<file path="src/rtl/clkdiv_pkg.sv">
// Shared widths, reset defaults and the configuration request type for clkdiv_nco.
// The accumulator width is set here and applies to every channel.
package clkdiv_pkg;

  localparam int CLK_ACC_W = 16;
  localparam int CH_W      = 3;

  localparam logic [CLK_ACC_W-1:0] CLK_DEF_NUM = CLK_ACC_W'(1);
  localparam logic [CLK_ACC_W-1:0] CLK_DEF_DEN = CLK_ACC_W'(25);

  typedef struct packed {
    logic                 en;
    logic [CLK_ACC_W-1:0] num;
    logic [CLK_ACC_W-1:0] den;
  } cfg_req_t;

  // A disabled request carries no ratio, so only DEN = 0 can make it bad.
  function automatic logic cfg_reject(cfg_req_t r);
    return (r.den == '0) || (r.en && (r.num > r.den));
  endfunction

endpackage

</file>
<file path="src/rtl/clkdiv_nco_if.sv">
// Configuration bus of clkdiv_nco: valid/ready request plus a registered error pulse.
interface clkdiv_nco_if;
  import clkdiv_pkg::*;

  logic                 cfg_valid;
  logic                 cfg_ready;
  logic [CH_W-1:0]      cfg_ch;
  logic                 cfg_en;
  logic [CLK_ACC_W-1:0] cfg_num;
  logic [CLK_ACC_W-1:0] cfg_den;
  logic                 cfg_err;

  modport master (
    output cfg_valid, cfg_ch, cfg_en, cfg_num, cfg_den,
    input  cfg_ready, cfg_err
  );

  modport slave (
    input  cfg_valid, cfg_ch, cfg_en, cfg_num, cfg_den,
    output cfg_ready, cfg_err
  );

endinterface

</file>
<file path="src/rtl/clkdiv_channel.sv">
// One NCO channel: accumulator emitting cen at NUM/DEN of the clock, plus a
// one-entry shadow that swaps in at the next pulse (or at once when idle).
module clkdiv_channel
  import clkdiv_pkg::*;
#(
  parameter logic [CLK_ACC_W-1:0] DEF_NUM = CLK_DEF_NUM,
  parameter logic [CLK_ACC_W-1:0] DEF_DEN = CLK_DEF_DEN,
  parameter logic                 DEF_EN  = 1'b1
) (
  input  logic     clk_i,
  input  logic     reset_i,
  input  logic     sync_i,
  input  logic     wr_i,
  input  cfg_req_t req_i,
  output logic     cen_o,
  output logic     clk_out_o,
  output logic     p_valid_o
);

  logic [CLK_ACC_W-1:0] acc_q, acc_d;
  cfg_req_t             cur_q, cur_d;
  cfg_req_t             pend_q, pend_d;
  logic                 pv_q, pv_d;
  logic                 cen_q, cen_d;
  logic                 clk_out_q, clk_out_d;

  logic [CLK_ACC_W:0]   sum;
  logic                 pulse;
  logic                 apply;

  always_comb begin
    // NOTE: every output gets a default first so no path can infer a latch.
    acc_d     = acc_q;
    cur_d     = cur_q;
    pend_d    = pend_q;
    pv_d      = pv_q;
    clk_out_d = clk_out_q;

    sum   = {1'b0, acc_q} + {1'b0, cur_q.num};
    pulse = cur_q.en && (cur_q.num != '0) && (sum >= {1'b0, cur_q.den});
    apply = pv_q && (pulse || !cur_q.en || (cur_q.num == '0));
    cen_d = pulse;

    if (!cur_q.en) begin
      acc_d     = '0;
      clk_out_d = 1'b0;
    end else if (pulse) begin
      // acc < den and num <= den, so the true result fits ACC_W bits.
      acc_d     = acc_q + cur_q.num - cur_q.den;
      clk_out_d = ~clk_out_q;
    end else begin
      acc_d = sum[CLK_ACC_W-1:0];
    end

    if (sync_i) begin
      acc_d     = '0;
      clk_out_d = 1'b0;
      cen_d     = 1'b0;
    end

    // The pulse of this cycle already used the old ratio; the new one starts from zero.
    if (apply) begin
      cur_d = pend_q;
      acc_d = '0;
      pv_d  = 1'b0;
    end

    // The top only writes when the shadow is free, so this never races apply.
    if (wr_i) begin
      pend_d = req_i;
      pv_d   = 1'b1;
    end
  end

  // NOTE: clocked blocks use <= so every register samples pre-edge values.
  always_ff @(posedge clk_i) begin
    if (reset_i) begin
      acc_q     <= '0;
      cur_q     <= '{en: DEF_EN, num: DEF_NUM, den: DEF_DEN};
      pv_q      <= 1'b0;
      cen_q     <= 1'b0;
      clk_out_q <= 1'b0;
    end else begin
      acc_q     <= acc_d;
      cur_q     <= cur_d;
      pv_q      <= pv_d;
      cen_q     <= cen_d;
      clk_out_q <= clk_out_d;
    end
  end

  // NOTE: the shadow payload is not reset; pv_q alone says whether it is meaningful.
  always_ff @(posedge clk_i) begin
    pend_q <= pend_d;
  end

  assign cen_o     = cen_q;
  assign clk_out_o = clk_out_q;
  assign p_valid_o = pv_q;

endmodule

</file>
<file path="src/rtl/clkdiv_nco.sv">
// Multi-channel programmable clock-enable generator: config decode/validation,
// ready mux and error pulse around CHANNELS independent NCO channels.
module clkdiv_nco
  import clkdiv_pkg::*;
#(
  parameter int                   CHANNELS = 2,
  parameter logic [CLK_ACC_W-1:0] DEF_NUM  = CLK_DEF_NUM,
  parameter logic [CLK_ACC_W-1:0] DEF_DEN  = CLK_DEF_DEN,
  parameter logic [CHANNELS-1:0]  DEF_EN   = '1
) (
  input  logic                clk_100mhz,
  input  logic                reset,
  input  logic                sync,
  clkdiv_nco_if.slave         cfg,
  output logic [CHANNELS-1:0] cen,
  output logic [CHANNELS-1:0] clk_out
);

  cfg_req_t            req;
  logic [CHANNELS-1:0] p_valid;
  logic [CHANNELS-1:0] wr;
  logic                ch_hit;
  logic                reject;
  logic                accept;
  logic                cfg_err_q, cfg_err_d;

  assign req = '{en: cfg.cfg_en, num: cfg.cfg_num, den: cfg.cfg_den};

  // Out-of-range channels are always ready so a bad request cannot stall the bus.
  always_comb begin
    ch_hit        = 1'b0;
    cfg.cfg_ready = 1'b1;
    for (int i = 0; i < CHANNELS; i++) begin
      if (cfg.cfg_ch == CH_W'(i)) begin
        ch_hit        = 1'b1;
        cfg.cfg_ready = !p_valid[i];
      end
    end
  end

  assign accept    = cfg.cfg_valid && cfg.cfg_ready;
  assign reject    = !ch_hit || cfg_reject(req);
  assign cfg_err_d = accept && reject;

  always_comb begin
    wr = '0;
    for (int i = 0; i < CHANNELS; i++) begin
      wr[i] = accept && !reject && (cfg.cfg_ch == CH_W'(i));
    end
  end

  always_ff @(posedge clk_100mhz) begin
    if (reset) cfg_err_q <= 1'b0;
    else       cfg_err_q <= cfg_err_d;
  end

  assign cfg.cfg_err = cfg_err_q;

  for (genvar g = 0; g < CHANNELS; g++) begin : g_ch
    clkdiv_channel #(
      .DEF_NUM (DEF_NUM),
      .DEF_DEN (DEF_DEN),
      .DEF_EN  (DEF_EN[g])
    ) u_ch (
      .clk_i     (clk_100mhz),
      .reset_i   (reset),
      .sync_i    (sync),
      .wr_i      (wr[g]),
      .req_i     (req),
      .cen_o     (cen[g]),
      .clk_out_o (clk_out[g]),
      .p_valid_o (p_valid[g])
    );
  end

endmodule

</file>
<file path="src/flat_wrapper.sv">
// flat-port wrapper written by rule: the top's interface ports become plain ports
module clkdiv_nco_flat import clkdiv_pkg::*;
#(
  parameter int                   CHANNELS = 2,
  parameter logic [CLK_ACC_W-1:0] DEF_NUM  = CLK_DEF_NUM,
  parameter logic [CLK_ACC_W-1:0] DEF_DEN  = CLK_DEF_DEN,
  parameter logic [CHANNELS-1:0]  DEF_EN   = '1
)
  (clk_100mhz, reset, sync, cen, clk_out, cfg_cfg_valid, cfg_cfg_ch, cfg_cfg_en, cfg_cfg_num, cfg_cfg_den, cfg_cfg_ready, cfg_cfg_err);
  clkdiv_nco_if cfg_i ();
  input  logic clk_100mhz;
  input  logic reset;
  input  logic sync;
  output logic [CHANNELS-1:0] cen;
  output logic [CHANNELS-1:0] clk_out;
  input wire logic [$bits(cfg_i.cfg_valid)-1:0] cfg_cfg_valid;
  input wire logic [$bits(cfg_i.cfg_ch)-1:0] cfg_cfg_ch;
  input wire logic [$bits(cfg_i.cfg_en)-1:0] cfg_cfg_en;
  input wire logic [$bits(cfg_i.cfg_num)-1:0] cfg_cfg_num;
  input wire logic [$bits(cfg_i.cfg_den)-1:0] cfg_cfg_den;
  output wire logic [$bits(cfg_i.cfg_ready)-1:0] cfg_cfg_ready;
  output wire logic [$bits(cfg_i.cfg_err)-1:0] cfg_cfg_err;
  assign cfg_i.cfg_valid = cfg_cfg_valid;
  assign cfg_i.cfg_ch = cfg_cfg_ch;
  assign cfg_i.cfg_en = cfg_cfg_en;
  assign cfg_i.cfg_num = cfg_cfg_num;
  assign cfg_i.cfg_den = cfg_cfg_den;
  assign cfg_cfg_ready = cfg_i.cfg_ready;
  assign cfg_cfg_err = cfg_i.cfg_err;
  clkdiv_nco #(.CHANNELS(CHANNELS), .DEF_NUM(DEF_NUM), .DEF_DEN(DEF_DEN), .DEF_EN(DEF_EN)) u_core (.clk_100mhz(clk_100mhz), .reset(reset), .sync(sync), .cfg(cfg_i), .cen(cen), .clk_out(clk_out));
endmodule
</file>
<file path="config.mk">
export PLATFORM = sky130hd
export DESIGN_NAME = clkdiv_nco_flat
export DESIGN_NICKNAME = d
export VERILOG_FILES = /design/src/rtl/clkdiv_pkg.sv /design/src/rtl/clkdiv_nco_if.sv /design/src/rtl/clkdiv_channel.sv /design/src/rtl/clkdiv_nco.sv /design/src/flat_wrapper.sv
export SDC_FILE = /design/constraint.sdc
export NUM_CORES = 1
export LEC_CHECK = 0
export ABC_AREA = 1
export BUFFER_PORTS_ARGS = -buffer_cell sky130_fd_sc_hd__buf_2
export CORE_ASPECT_RATIO = 0.6
export CORE_UTILIZATION = 45
export CTS_BUF_LIST = sky130_fd_sc_hd__clkbuf_16
export CTS_CLUSTER_SIZE = 30
export DETAILED_ROUTE_END_ITERATION = 7
export HOLD_SLACK_MARGIN = 0.08
export PLACE_DENSITY = 0.72
export SETUP_SLACK_MARGIN = 0.15
export SLEW_MARGIN = 5
export SYNTH_ARGS = -nofsm -noshare
export SYNTH_HDL_FRONTEND = slang
export SYNTH_HIERARCHICAL = 1
export SYNTH_SLANG_ARGS = --single-unit
</file>
<file path="constraint.sdc">
create_clock -name clk_100mhz -period 3.75 [get_ports clk_100mhz]
set_input_delay 0.5625 -clock clk_100mhz [delete_from_list [all_inputs] [get_ports clk_100mhz]]
set_output_delay 0.5625 -clock clk_100mhz [all_outputs]
set_load 0.03 [all_outputs]
</file>
==> flow_summary.ini <==
[outcome]
status = finished, final reports clean

[synth]
yosys_warnings = 6
synth_ff_type = dfxtp_1
synth_seq_cells = 171
syn_avg_cell_area_um2 = 7.50
syn-num-nets = 1799
syn-cell-area_mm2 = 0.0121
ys_types = 47
ys_async_sr_fraction = 0
yosys.area.top_type_share = 0.173
yosysTopAreaCell = dfxtp_1
synth_edf_count = 66
synth.area.top_cells = dfxtp_1 17%, edfxtp_1 16%, ha_1 12%
yosysSeqAreaShare = 0.337
synth_cells = 1615

[clocking]
cts_tree = yes
clkSlewWorstSetupHoldPaths_ps = 70
htreeDepth = 4
cts_buffers = 17
clock_sinks = 171
clkLatencyLatePin_ps = 440
ctsRootBufferMaster = clkbuf_16
clock_path_buffers = 2

[global_route]
grt_pass1_vias = 9455
globalRouteOverflowTotal = 0
antenna_found_initial = 2
grt.total_usage = 0.249
grt_pass1_wl_um = 51700
grt_max_degree = 65

[floorplan]
core-area_mm2 = 0.0264
dieArea_mm2 = 0.0276
std_cell_rows = 46
die_h_um = 129
start_util = 0.459
die_w_um = 214
io_pins = 46

[worst_setup_path]
max_stage_delay_ps = 420
crit_type = reg2reg
arrival_ps = 3800
path_cells = ha_4 -> fa_2 -> nand3_2 -> nand2_2 -> nand2_2 -> nand3_4 -> nand2_4 -> nand2_4 -> nand2_2 -> nand2_2 -> xor2_2 -> ha_1 -> nand2_1 -> inv_1 -> nor3_2 -> nand2_1 -> nand2_1 -> nand2_1 -> nand2_2 -> nand3_4 -> buf_12 -> clkbuf_16 -> a21oi_2 -> nor2_1
cp.required_ps = 4080
path_max_fanout = 9
cp-start-kind = register
reg2reg_setup_slack_ps = 270
critical-path-slowest-cell = fa_2
critPathCaptureType = register
crit_top_cell = nand2_2

[placement]
portBuffers = 45
globalplace.congestion = 0.979
hpwl_um = 26500
pre_cts_slack_ps = 165

[flow_run]
drv_cap = 0

[worst_hold_path]
worst_hold_path_type = in2reg

[sta]
rsz0062_at_grt = yes
worst_slack_ps = 273
fin_skew_ps = 12.5
min_period_ps = 3480
relSlewSlack = 0.292
fin_hold_ws_ps = 340
tightestPinTransition_ps = 1060
fin_crit_sh = 0.927
fmax_mhz = 288
drv_slew = 0
hold_viol = 0
setup_viol = 0
setup_tns_ps = 0

[route]
vias = 10925
drtIter0Drc = 1308
drc = 0
via_per_inst = 5.31
antenna_left = 0
drt_pass1_iterations = 5
drt-total-wl_um = 35000
routedWlPerCell_um = 17.0

[finish]
syn2layout_area_growth_pct = 15.4
final_layout_size_suffix_gt1_frac = 0.121
final_nets = 1868
final_util = 0.529
-- logic make-up after synthesis --
kind of cell | Yosys count | synth area share
AND/OR/NAND/NOR | 686 | 0.252
flip-flops | 171 | 0.337
AO/OA/AOI/OAI | 186 | 0.0855
buffers and inverters | 378 | 0.121
adder cells (fa/ha/maj) | 144 | 0.169
XOR/XNOR | 50 | 0.0361
-- state kept, by name (all words and copies together) (netlist names) --
| signal | cells |
|---|---|
| u_core/g_ch.u_ch/pend_q | 66 |
| u_core/g_ch.u_ch/cur_q | 66 |
| u_core/g_ch.u_ch/cen_o | 2 |
| u_core/g_ch.u_ch/p_valid_o | 2 |
| u_core/g_ch.u_ch/clk_out_o | 2 |
| u_core/g_ch.u_ch/acc_q | 32 |
| u_core/cfg.cfg_err | 1 |
-- cells in the mapped netlist, types with 4 or more instances --
cell	number
inv_1	336
nand2_1	330
nand3_1	139
nor2_1	133
a21oi_1	126
ha_1	112
dfxtp_1	105
edfxtp_1	66
xor2_1	34
fa_1	32
o21ai_0	22
nor3_1	19
nand4_1	16
xnor2_1	16
nand3b_1	15
buf_2	14
clkbuf_1	11
buf_1	10
nand2_2	10
a21o_1	6
a21oi_2	6
o21bai_1	6
nor4_1	5
o21a_1	4
-- placed cells by master, fill, tap and decap left out, drive strengths merged --
master	count
a211oi	1
a21boi	2
a21o	6
a21oi	133
a22oi	1
a31o	1
a31oi	2
and3	1
buf	84
bufinv	2
clkbuf	23
clkinv	5
clkinvlp	3
dfxtp	105
diode	2
edfxtp	66
fa	32
ha	112
inv	342
nand2	343
nand3	145
nand3b	15
nand4	18
nor2	139
nor3	19
nor3b	1
nor4	5
o211ai	2
o21a	4
o21ai	25
o21bai	6
o22ai	1
o31ai	2
xnor2	16
xor2	34
-- path summary, 6_finish.rpt --
kind,startpoint,to,depth (start not counted)
setup / recovery,u_core/g_ch[0].u_ch/cur_q[16],u_core/g_ch[0].u_ch/cur_q[25],24
hold / removal,cfg_cfg_den[11],u_core/g_ch[0].u_ch/pend_q[11],1
setup reg to reg,u_core/g_ch[0].u_ch/cur_q[16],u_core/g_ch[0].u_ch/cur_q[25],24
hold reg to reg,u_core/g_ch[1].u_ch/clk_out_o,u_core/g_ch[1].u_ch/clk_out_o,2
-- per-stage QoR --
stage | area, um^2 | instances
global route | 14000 | 2057
global placement | 12800 | 2006
CTS | 13400 | 2037
detailed placement | 12800 | 2006
floorplan | 12100 | 1615
finish | 14000 | 2058
-- final cells by class --
type	instances	area, um^2
Clock inverter	14	146
Inverter	338	1270
Timing Repair Buffer	90	758
Tap cell	360	450
Fill cell	2391	12400
Multi-Input combinational cell	1066	6830
Clock buffer	17	425
Antenna cell	2	5.00
Sequential cell	171	4090
-- metal layers --
metal  GRT usage  vias up  part of all wire
met2       0.317      534              0.37
met3      0.0734       36              0.12
met1       0.399     5088              0.49
li1            -     5267                 -
met5           0        -                 0
met4      0.0483        0             0.011
-- repair_timing --
action | in CTS | in global routing
resized for setup | 1 | 64
gates cloned | 0 | 7
hold buffers | 0 | 0
buffers inserted | 0 | 12
setup endpoints to repair | 2 | 103
hold endpoints to repair | 0 | 0
pin swaps | 0 | 17
-- worst max-delay path, delay by kind of cell, from the launching register on --
family	cells	cell delay (ps)
adders and majority gates	3	940
DFF	1	370
buffers and inverters	3	400
AOI/OAI and AO/OA	1	160
and+or+nand+nor	16	1350
xor gates and xnor gates	1	160
Power is not shown: default switching activity piles up to over one toggle a cycle in this logic, so the estimate is an artifact.
